==> src/rtl/sdram_fb_pkg.sv <==
// Shared widths, default buffer layout and FSM state type for the SDRAM
// frame ping-pong scheduler.
package sdram_fb_pkg;

   localparam int unsigned ADDR_W     = 22;
   localparam int unsigned CNT_W      = 16;
   localparam int unsigned LOAD_CNT_W = 4;

   localparam logic [ADDR_W-1:0] DEF_BUF0_BASE   = 22'h000000;
   localparam logic [ADDR_W-1:0] DEF_BUF1_BASE   = 22'h200000;
   localparam logic [ADDR_W-1:0] DEF_FRAME_WORDS = 22'd307200;
   localparam int unsigned       DEF_LOAD_CYCLES = 4;

   typedef enum logic {
      WAIT_INIT = 1'b0,
      RUN       = 1'b1
   } fsm_state_e;

   function automatic logic [CNT_W-1:0] sat_inc(input logic [CNT_W-1:0] v);
      return (v == '1) ? v : v + 1'b1;
   endfunction

endpackage

==> src/rtl/sdram_frame_pingpong_ctrl_if.sv <==
// Frame-event inputs and buffer-region outputs between the ping-pong
// scheduler (master) and the FIFO wrapper / video timing side (slave).
interface sdram_frame_pingpong_ctrl_if;
   import sdram_fb_pkg::*;

   logic              sdram_init_done;
   logic              wr_frame_start;
   logic              rd_frame_start;
   logic              frame_write_done;
   logic              frame_read_done;
   logic              wr_load;
   logic              rd_load;
   logic [ADDR_W-1:0] wr_addr;
   logic [ADDR_W-1:0] wr_max_addr;
   logic [ADDR_W-1:0] rd_addr;
   logic [ADDR_W-1:0] rd_max_addr;
   logic              wr_buf;
   logic              rd_buf;
   logic              rd_valid;
   logic [CNT_W-1:0]  drop_cnt;
   logic [CNT_W-1:0]  repeat_cnt;

   modport master (
      input  sdram_init_done, wr_frame_start, rd_frame_start,
             frame_write_done, frame_read_done,
      output wr_load, rd_load, wr_addr, wr_max_addr, rd_addr, rd_max_addr,
             wr_buf, rd_buf, rd_valid, drop_cnt, repeat_cnt
   );

   modport slave (
      output sdram_init_done, wr_frame_start, rd_frame_start,
             frame_write_done, frame_read_done,
      input  wr_load, rd_load, wr_addr, wr_max_addr, rd_addr, rd_max_addr,
             wr_buf, rd_buf, rd_valid, drop_cnt, repeat_cnt
   );

endinterface

==> src/rtl/sdram_load_pulse.sv <==
// Restartable fixed-length pulse: rises the cycle after start_i and stays
// high for LOAD_CYCLES cycles; a new start reloads the count.
module sdram_load_pulse
   import sdram_fb_pkg::*;
#(
   parameter int unsigned LOAD_CYCLES = DEF_LOAD_CYCLES
) (
   input  logic clk,
   input  logic rst,
   input  logic start_i,
   output logic pulse_o
);

   logic [LOAD_CNT_W-1:0] cnt_q, cnt_d;

   always_comb begin
      cnt_d = cnt_q;
      if (start_i) begin
         cnt_d = LOAD_CNT_W'(LOAD_CYCLES);
      end else if (cnt_q != '0) begin
         cnt_d = cnt_q - 1'b1;
      end
   end

   always_ff @(posedge clk) begin
      if (rst) begin
         cnt_q <= '0;
      end else begin
         cnt_q <= cnt_d;
      end
   end

   assign pulse_o = (cnt_q != '0);

endmodule

==> src/rtl/sdram_frame_pingpong_ctrl.sv <==
// Ping-pong frame-buffer scheduler: picks write/read buffers so the writer
// never touches the frame being read and the reader takes the newest frame.
module sdram_frame_pingpong_ctrl
   import sdram_fb_pkg::*;
#(
   parameter logic [ADDR_W-1:0] BUF0_BASE   = DEF_BUF0_BASE,
   parameter logic [ADDR_W-1:0] BUF1_BASE   = DEF_BUF1_BASE,
   parameter logic [ADDR_W-1:0] FRAME_WORDS = DEF_FRAME_WORDS,
   parameter int unsigned       LOAD_CYCLES = DEF_LOAD_CYCLES
) (
   input logic                         clk,
   input logic                         rst,
   sdram_frame_pingpong_ctrl_if.master fb
);

   fsm_state_e state_q, state_d;
   logic       active, flush;

   logic [1:0]        valid_q, valid_d;
   logic [1:0]        unread_q, unread_d;
   logic              latest_q, latest_d;
   logic              rd_buf_q, rd_buf_d;
   logic              wr_buf_q, wr_buf_d;
   logic              rd_valid_q, rd_valid_d;
   logic              rd_busy_q, rd_busy_d;
   logic [CNT_W-1:0]  drop_q, drop_d;
   logic [CNT_W-1:0]  repeat_q, repeat_d;
   logic [ADDR_W-1:0] wr_addr_q, wr_addr_d, wr_max_q, wr_max_d;
   logic [ADDR_W-1:0] rd_addr_q, rd_addr_d, rd_max_q, rd_max_d;
   logic              rd_go, wr_go, wr_target;

   function automatic logic [ADDR_W-1:0] base_of(input logic sel);
      return sel ? BUF1_BASE : BUF0_BASE;
   endfunction

   always_ff @(posedge clk) begin
      if (rst) begin
         state_q <= WAIT_INIT;
      end else begin
         state_q <= state_d;
      end
   end

   always_comb begin
      state_d = state_q;
      case (state_q)
         WAIT_INIT: if (fb.sdram_init_done)  state_d = RUN;
         RUN:       if (!fb.sdram_init_done) state_d = WAIT_INIT;
         default:   state_d = WAIT_INIT;
      endcase
   end

   always_comb begin
      active = (state_q == RUN) && fb.sdram_init_done;
      flush  = (state_q == RUN) && !fb.sdram_init_done;
   end

   // Events resolve in order: read done, read select (pre-done flags),
   // write done, then write select against the post-select reader.
   always_comb begin
      valid_d    = valid_q;
      unread_d   = unread_q;
      latest_d   = latest_q;
      rd_buf_d   = rd_buf_q;
      wr_buf_d   = wr_buf_q;
      rd_valid_d = rd_valid_q;
      rd_busy_d  = rd_busy_q;
      drop_d     = drop_q;
      repeat_d   = repeat_q;
      rd_go      = 1'b0;
      wr_go      = 1'b0;
      wr_target  = 1'b0;

      if (fb.frame_read_done) rd_busy_d = 1'b0;

      if (flush) begin
         valid_d  = '0;
         unread_d = '0;
      end else if (active) begin
         if (fb.rd_frame_start) begin
            rd_go     = 1'b1;
            rd_busy_d = 1'b1;
            if (valid_q[latest_q] && unread_q[latest_q]) begin
               rd_buf_d           = latest_q;
               unread_d[latest_q] = 1'b0;
               rd_valid_d         = 1'b1;
            end else if (valid_q[rd_buf_q]) begin
               repeat_d   = sat_inc(repeat_q);
               rd_valid_d = 1'b1;
            end else begin
               rd_valid_d = 1'b0;
            end
         end

         if (fb.frame_write_done) begin
            valid_d[wr_buf_q]  = 1'b1;
            unread_d[wr_buf_q] = 1'b1;
            latest_d           = wr_buf_q;
         end

         if (fb.wr_frame_start) begin
            wr_go     = 1'b1;
            wr_target = rd_busy_d ? ~rd_buf_d : ~latest_d;
            if (unread_d[wr_target]) drop_d = sat_inc(drop_q);
            valid_d[wr_target]  = 1'b0;
            unread_d[wr_target] = 1'b0;
            wr_buf_d            = wr_target;
         end
      end
   end

   always_comb begin
      wr_addr_d = wr_addr_q;
      wr_max_d  = wr_max_q;
      rd_addr_d = rd_addr_q;
      rd_max_d  = rd_max_q;
      if (wr_go) begin
         wr_addr_d = base_of(wr_buf_d);
         wr_max_d  = base_of(wr_buf_d) + FRAME_WORDS;
      end
      if (rd_go) begin
         rd_addr_d = base_of(rd_buf_d);
         rd_max_d  = base_of(rd_buf_d) + FRAME_WORDS;
      end
   end

   always_ff @(posedge clk) begin
      if (rst) begin
         valid_q    <= '0;
         unread_q   <= '0;
         latest_q   <= 1'b0;
         rd_buf_q   <= 1'b1;
         wr_buf_q   <= 1'b0;
         rd_valid_q <= 1'b0;
         rd_busy_q  <= 1'b0;
         drop_q     <= '0;
         repeat_q   <= '0;
         wr_addr_q  <= BUF0_BASE;
         wr_max_q   <= BUF0_BASE + FRAME_WORDS;
         rd_addr_q  <= BUF0_BASE;
         rd_max_q   <= BUF0_BASE + FRAME_WORDS;
      end else begin
         valid_q    <= valid_d;
         unread_q   <= unread_d;
         latest_q   <= latest_d;
         rd_buf_q   <= rd_buf_d;
         wr_buf_q   <= wr_buf_d;
         rd_valid_q <= rd_valid_d;
         rd_busy_q  <= rd_busy_d;
         drop_q     <= drop_d;
         repeat_q   <= repeat_d;
         wr_addr_q  <= wr_addr_d;
         wr_max_q   <= wr_max_d;
         rd_addr_q  <= rd_addr_d;
         rd_max_q   <= rd_max_d;
      end
   end

   sdram_load_pulse #(.LOAD_CYCLES(LOAD_CYCLES)) u_wr_load (
      .clk    (clk),
      .rst    (rst),
      .start_i(wr_go),
      .pulse_o(fb.wr_load)
   );

   sdram_load_pulse #(.LOAD_CYCLES(LOAD_CYCLES)) u_rd_load (
      .clk    (clk),
      .rst    (rst),
      .start_i(rd_go),
      .pulse_o(fb.rd_load)
   );

   assign fb.wr_addr     = wr_addr_q;
   assign fb.wr_max_addr = wr_max_q;
   assign fb.rd_addr     = rd_addr_q;
   assign fb.rd_max_addr = rd_max_q;
   assign fb.wr_buf      = wr_buf_q;
   assign fb.rd_buf      = rd_buf_q;
   assign fb.rd_valid    = rd_valid_q;
   assign fb.drop_cnt    = drop_q;
   assign fb.repeat_cnt  = repeat_q;

endmodule
==> src/flat_wrapper.sv <==
// flat-port wrapper written by rule: the top's interface ports become plain ports
module sdram_frame_pingpong_ctrl_flat import sdram_fb_pkg::*;
#(
   parameter logic [ADDR_W-1:0] BUF0_BASE   = DEF_BUF0_BASE,
   parameter logic [ADDR_W-1:0] BUF1_BASE   = DEF_BUF1_BASE,
   parameter logic [ADDR_W-1:0] FRAME_WORDS = DEF_FRAME_WORDS,
   parameter int unsigned       LOAD_CYCLES = DEF_LOAD_CYCLES
)
  (clk, rst, fb_sdram_init_done, fb_wr_frame_start, fb_rd_frame_start, fb_frame_write_done, fb_frame_read_done, fb_wr_load, fb_rd_load, fb_wr_addr, fb_wr_max_addr, fb_rd_addr, fb_rd_max_addr, fb_wr_buf, fb_rd_buf, fb_rd_valid, fb_drop_cnt, fb_repeat_cnt);
  sdram_frame_pingpong_ctrl_if fb_i ();
  input logic clk;
  input logic rst;
  input wire logic [$bits(fb_i.sdram_init_done)-1:0] fb_sdram_init_done;
  input wire logic [$bits(fb_i.wr_frame_start)-1:0] fb_wr_frame_start;
  input wire logic [$bits(fb_i.rd_frame_start)-1:0] fb_rd_frame_start;
  input wire logic [$bits(fb_i.frame_write_done)-1:0] fb_frame_write_done;
  input wire logic [$bits(fb_i.frame_read_done)-1:0] fb_frame_read_done;
  output wire logic [$bits(fb_i.wr_load)-1:0] fb_wr_load;
  output wire logic [$bits(fb_i.rd_load)-1:0] fb_rd_load;
  output wire logic [$bits(fb_i.wr_addr)-1:0] fb_wr_addr;
  output wire logic [$bits(fb_i.wr_max_addr)-1:0] fb_wr_max_addr;
  output wire logic [$bits(fb_i.rd_addr)-1:0] fb_rd_addr;
  output wire logic [$bits(fb_i.rd_max_addr)-1:0] fb_rd_max_addr;
  output wire logic [$bits(fb_i.wr_buf)-1:0] fb_wr_buf;
  output wire logic [$bits(fb_i.rd_buf)-1:0] fb_rd_buf;
  output wire logic [$bits(fb_i.rd_valid)-1:0] fb_rd_valid;
  output wire logic [$bits(fb_i.drop_cnt)-1:0] fb_drop_cnt;
  output wire logic [$bits(fb_i.repeat_cnt)-1:0] fb_repeat_cnt;
  assign fb_i.sdram_init_done = fb_sdram_init_done;
  assign fb_i.wr_frame_start = fb_wr_frame_start;
  assign fb_i.rd_frame_start = fb_rd_frame_start;
  assign fb_i.frame_write_done = fb_frame_write_done;
  assign fb_i.frame_read_done = fb_frame_read_done;
  assign fb_wr_load = fb_i.wr_load;
  assign fb_rd_load = fb_i.rd_load;
  assign fb_wr_addr = fb_i.wr_addr;
  assign fb_wr_max_addr = fb_i.wr_max_addr;
  assign fb_rd_addr = fb_i.rd_addr;
  assign fb_rd_max_addr = fb_i.rd_max_addr;
  assign fb_wr_buf = fb_i.wr_buf;
  assign fb_rd_buf = fb_i.rd_buf;
  assign fb_rd_valid = fb_i.rd_valid;
  assign fb_drop_cnt = fb_i.drop_cnt;
  assign fb_repeat_cnt = fb_i.repeat_cnt;
  sdram_frame_pingpong_ctrl #(.BUF0_BASE(BUF0_BASE), .BUF1_BASE(BUF1_BASE), .FRAME_WORDS(FRAME_WORDS), .LOAD_CYCLES(LOAD_CYCLES)) u_core (.clk(clk), .rst(rst), .fb(fb_i));
endmodule
==> config.mk <==
export PLATFORM = sky130hd
export DESIGN_NAME = sdram_frame_pingpong_ctrl_flat
export DESIGN_NICKNAME = d
export VERILOG_FILES = /design/src/rtl/sdram_fb_pkg.sv /design/src/rtl/sdram_frame_pingpong_ctrl_if.sv /design/src/rtl/sdram_load_pulse.sv /design/src/rtl/sdram_frame_pingpong_ctrl.sv /design/src/flat_wrapper.sv
export SDC_FILE = /design/constraint.sdc
export NUM_CORES = 1
export LEC_CHECK = 0
export ABC_AREA = 1
export CORE_MARGIN = 2
export CORE_UTILIZATION = 45
export CTS_CLUSTER_SIZE = 25
export DETAILED_ROUTE_END_ITERATION = 8
export PLACE_DENSITY = 0.9
export REMOVE_ABC_BUFFERS = 1
export SETUP_SLACK_MARGIN = 0.2
export SLEW_MARGIN = 0
export SYNTH_ARGS = -nofsm -noshare
export SYNTH_HDL_FRONTEND = slang
export SYNTH_SLANG_ARGS = --single-unit
==> constraint.sdc <==
create_clock -name clk -period 2.29 [get_ports clk]
set_input_delay 0.458 -clock clk [delete_from_list [all_inputs] [get_ports clk]]
set_output_delay 0.458 -clock clk [all_outputs]
set_load 0.03 [all_outputs]
======== Word-level counts from Yosys, hierarchy flattened ========
Cells that the tools add are included.
storage, ports and cells
  register bits after elaboration ......... 138
  input bits .............................. 7
  output and inout bits ................... 125
  logic and storage cells ................. 124
operators by class
  add/sub/neg operators ................... 6
  bitwise operators ....................... 13
  magnitude comparators ................... 7
  equal/unequal tests ..................... 2
  mux-type cells .......................... 60
  reduce and logical (&&, ||, !) cells .... 18
operators by type and width
  cell                                                      count
  adder 22 x 19 -> 22 bit, second input constant            2
  two-way mux 22 bit                                        2
  two-way mux 1 bit                                         39
  adder 16 x 1 -> 16 bit, second input constant             2
  == test 16 bit, second input constant                     2
  two-way mux 2 bit                                         12
  two-way mux 3 bit                                         4
  < comparator 1 x 2 -> 1 bit, second input constant        4
  nonzero test 4 bit                                        2
  subtractor 4 x 1 -> 4 bit, second input constant          2
  bitwise AND 2 bit                                         3
  logical AND 1 bit                                         6
  NOT 1 bit                                                 6
  AND reduction 6 bit                                       1
  OR reduction 2 bit                                        3
  AND reduction 5 bit                                       1
  NOT 2 bit                                                 2
  bitwise OR 2 bit                                          2
  nonzero test 2 bit                                        2
  demux 1 bit (select 1 bit)                                3
  greater-or-equal comparator 1 bit, second input constant  3
  AND reduction 3 bit                                       1
  AND reduction 2 bit                                       1
  logical NOT 1 bit                                         1

======== Depth between registers and ports, before layout ========
  depth in word-level cells ............... 17
  depth in mapped cells ................... 12
  mapped depth without buffers ............ 11

======== Hierarchy ========
From an unflattened synthesis, not the netlist that was laid out.
second synthesis, totals
  cells, all modules ...................... 519
  area, all modules ....................... 3683.5 um^2
by module, submodules not included
  module                     sequential area each (um^2)  times used  area an instance (um^2)  cells each
  sdram_frame_pingpong_ctrl  880.8                        1           3285.7                   457
  sdram_load_pulse           80.1                         2           198.9                    31

======== Worst setup path after synthesis ========
OpenSTA, ideal clock, no wires.
  kind .................................... register -> register
  start ................................... register u_core.drop_q[0], in the netlist u_core.fb.drop_cnt[0]
  end ..................................... register u_core.drop_q[15], in the netlist u_core.fb.drop_cnt[15]
  slack ................................... 465 ps
  library setup time ...................... 141 ps
  stages on the path, launching flop included .. 11
  path buffers ............................ 1
  arrival ................................. 1684 ps
  required time ........................... 2149 ps
  period minus slack after synthesis ...... 1825 ps
  cell sequence ........................... dfxtp_1 -> ha_1 -> inv_1 -> nor2_2 -> nand2_1 -> nor2_2 -> a21oi_2 -> nand3_2 -> buf_6 -> nand2_1 -> a21oi_1
on the way
  longest elaborated chain between the ends .. 3
RTL lines
  item                                                                            line                              RTL
  start, declared                                                                 sdram_frame_pingpong_ctrl.sv:26   logic [CNT_W-1:0] drop_q, drop_d;
  start signal, assigned                                                          sdram_frame_pingpong_ctrl.sv:150  drop_q <= drop_d;
  parallel branches: the longest is 3 deep, another holds adder 16 x 1 -> 16 bit  n/a
Parallel ways; which one is timed is not known.
A chain may end at the register's enable or synchronous reset.

======== Worst setup path after layout ========
  start ................................... register u_core.repeat_q[10], in the netlist u_core.fb.repeat_cnt[10]
  end ..................................... output port fb_repeat_cnt[10]
RTL lines
  item                    line                              RTL
  start, declared         sdram_frame_pingpong_ctrl.sv:27   logic [CNT_W-1:0] repeat_q, repeat_d;
  start signal, assigned  sdram_frame_pingpong_ctrl.sv:151  repeat_q <= repeat_d;
  end, declared           flat_wrapper.sv:28                output wire logic [$bits(fb_i.repeat_cnt)-1:0] fb_repeat_cnt;
No word-level cell between the ends.

==> impl_metrics.toml <==
[status]
status = "finished clean"

[cts]
clock-sinks = 52
cts_htree_levels = 2
clk_path_buf_depth = 2
path_clk_slew_ps = 90
clockRootBuffer = "clkbuf_8"
cts_setup_buffers = 0
cts_hold_buffers = 0
cts_buffers = 5
insertion_delay_ps = 310
cts_tree = "yes"

[critical_path]
cp.arrival_ps = 1510
critPathSlowestCell = "clkdlybuf4s50_1"
cp.buffers_inverters = 1
r2r_slack_ps = 440
r2r_end = "u_core.fb.repeat_cnt[6]"
r2r-start = "u_core.fb.repeat_cnt[0]"
crit_required_ps = 1830
critPathKind = "reg -> out"
end_kind = "output pin"
path_max_fanout = 6
cpPeakStageDelay_ps = 730
cpLargestDelayFamily = "buffers and inverters"
cp_cell_sequence = "clkdlybuf4s50_1"
worstSetupStartpointType = "flip-flop"
worst_r2r_path_depth = 9

[yosys]
ys_ff_latch = 52
ys_warn_count = 0
ys_seq_area_share_pct = 29.4
synth.top_cell.area_share_pct = 29.4
synth_common_cells = "nand2_1, buf_4, dfxtp_1"
synthTopCellsByArea = "dfxtp_1, buf_4, nand2_1"
synth_edf_count = 0
synth_cell_types = 35
syn_avg_cell_area_um2 = 7.16
yosys.area.top_type = "dfxtp_1"
async_flop_share_pct = 0
ys.flop_type = "dfxtp_1"
syn_area_mm2 = 0.00354
synth_cells = 495
yosys.cell_count.top_type = "nand2_1"

[layout]
fin_area_mm2 = 0.00390
drive_above_1_share_pct = 9.21
antenna_cells = 0
area_delta_synth_final_pct = 10.2
layout.nets = 553
final_cells = 645
final_util_pct = 50.8

[drt]
vias_per_cell = 4.77
wirelength_um = 7390
drc = 0
wl_per_cell_um = 11.5
drtAntennaViolNets = 0
drt_iter0_drc = 253
vias = 3079
firstDrtPassIters = 4

[place]
dpl.cell_count = 637
dp_hpwl_um = 5560
dpl_cell_area_mm2 = 0.00377
dpl_worst_slack_ps = 70.9
io_buffers = 47
gp_congestion = 1.00

[hold_path]
hold_path_end = "u_core.u_rd_load.cnt_q[0]"
hold_start = "u_core.u_rd_load.cnt_q[0]"
hold_depth = 2
hp-class = "reg -> reg"

[pwr]
power_density_mw_per_mm2 = 601
ir_worst_vdd_mv = 0.487
leakage_nw = 1.58

[timing]
fin_worst_skew_ps = 10.3
final_max_slew_viol_count = 0
setup_tns_ps = 0
fmaxAchievable_ghz = 0.508
period_minus_slack_ps = 1970
rsz0062_at_grt = "false"
fin_ws_ps = 323
setup-violations-final = 0
fin_crit_sh_pct = 85.9
final_hold_viol_count = 0

[job]
cap_violations = 0

[global_route]
grt_overflow = 0
grt_usage_pct = 16.5
grt_pass1_vias = 2726
grt_max_degree = 32
grt_pass1_wl_um = 11900
antenna_found_initial = 0

[floorplan]
placementRows = 32
ios = 132
die_w_um = 92.7
start_util_pct = 46.1
die_h_um = 92.7
dieArea_mm2 = 0.00860
core-area_mm2 = 0.00769
==> placed cells by master, fill, tap and decap left out, types with 6 or more instances in the layout <==
| master | netlist | layout |
|---|---|---|
| nor3_1 | 12 | 11 |
| conb_1 | 2 | 84 |
| nor2_1 | 29 | 28 |
| a21oi_2 | 8 | 8 |
| nand2_2 | 10 | 10 |
| clkdlybuf4s50_1 | 0 | 45 |
| xnor2_1 | 8 | 8 |
| clkbuf_8 | 0 | 7 |
| buf_4 | 87 | 6 |
| o21ai_0 | 11 | 11 |
| inv_1 | 44 | 44 |
| nand2_1 | 98 | 98 |
| dfxtp_1 | 52 | 52 |
| a21oi_1 | 30 | 30 |
| nand4_1 | 7 | 7 |
| nand3_1 | 38 | 38 |
| xor2_1 | 17 | 17 |
==> stage by stage <==
stage                     hold WS [ps]  total power (W)
after floorplan                    443          0.00152
after global placement             451          0.00165
after detailed placement           461          0.00168
after CTS                          474          0.00237
after global routing               495          0.00247
final                              468          0.00234
==> how the worst max path moves through the flow <==
stage / to / depth (start not counted) / from
finish: fb_repeat_cnt[10] / 1 / u_core.fb.repeat_cnt[10]
detailed placement: u_core.fb.drop_cnt[2] / 9 / fb_rd_frame_start
global placement: u_core.fb.repeat_cnt[6] / 10 / fb_rd_frame_start
floorplan: u_core.fb.drop_cnt[0] / 9 / u_core.fb.drop_cnt[0]
global route: u_core.fb.repeat_cnt[4] / 9 / fb_rd_frame_start
CTS: fb_rd_load / 6 / u_core.u_rd_load.cnt_q[0]
==> flip-flops by register name, summed over array words and instances, names as in the netlist, 2 cells and up <==
name / count
u_core.u_rd_load.cnt_q: 4
u_core.valid_q: 2
u_core.unread_q: 2
u_core.fb.drop_cnt: 16
u_core.u_wr_load.cnt_q: 4
u_core.fb.repeat_cnt: 16
==> where the power goes <==
| group | leakage (nW) | switching (W) | total [W] | internal [W] |
|---|---|---|---|---|
| combinational | 1.10 | 0.000489 | 0.000651 | 0.000162 |
| sequential | 0.421 | 0.0000367 | 0.000999 | 0.000962 |
| clock | 0.0645 | 0.000309 | 0.000696 | 0.000386 |
==> kinds of logic (layout without fill, tap and decap cells) <==
kind of cell | count (synthesis) | after routing | share of synthesized area [%]
buffers and inverters | 144 | 110 | 25.6
AO/OA/AOI/OAI | 60 | 60 | 10.1
XOR/XNOR | 25 | 25 | 6.18
adder cells (fa/ha/maj) | 4 | 4 | 1.41
AND/OR/NAND/NOR | 208 | 208 | 27.2
flip-flops | 52 | 52 | 29.4
other | 2 | 84 | 0.212
==> final cells by class <==
| cell class | count | area (um2) |
|---|---|---|
| sequential | 52 | 1040 |
| fill | 778 | 3780 |
| inverter | 49 | 184 |
| multi-input combinational | 381 | 1920 |
| clock buffer | 7 | 96.3 |
| tap | 102 | 128 |
| timing repair buffer | 53 | 505 |
| clock inverter | 1 | 30.0 |
==> per-layer routing <==
metal	vias to the layer above	track usage (%)	wire length, um
li1	1520	-	-
met1	1419	18.8	3020
met2	132	31.2	3820
met3	8	3.50	506
met4	0	4.29	48
met5	-	0	0
==> what timing repair did <==
| action | 4_1_cts | 5_1_grt |
|---|---|---|
| resized for setup | 5 | 6 |
| cloned | 0 | 0 |
| setup endpoints to repair | 2 | 6 |
| pin swaps | 0 | 0 |
Power figures use the tool's default switching activity.
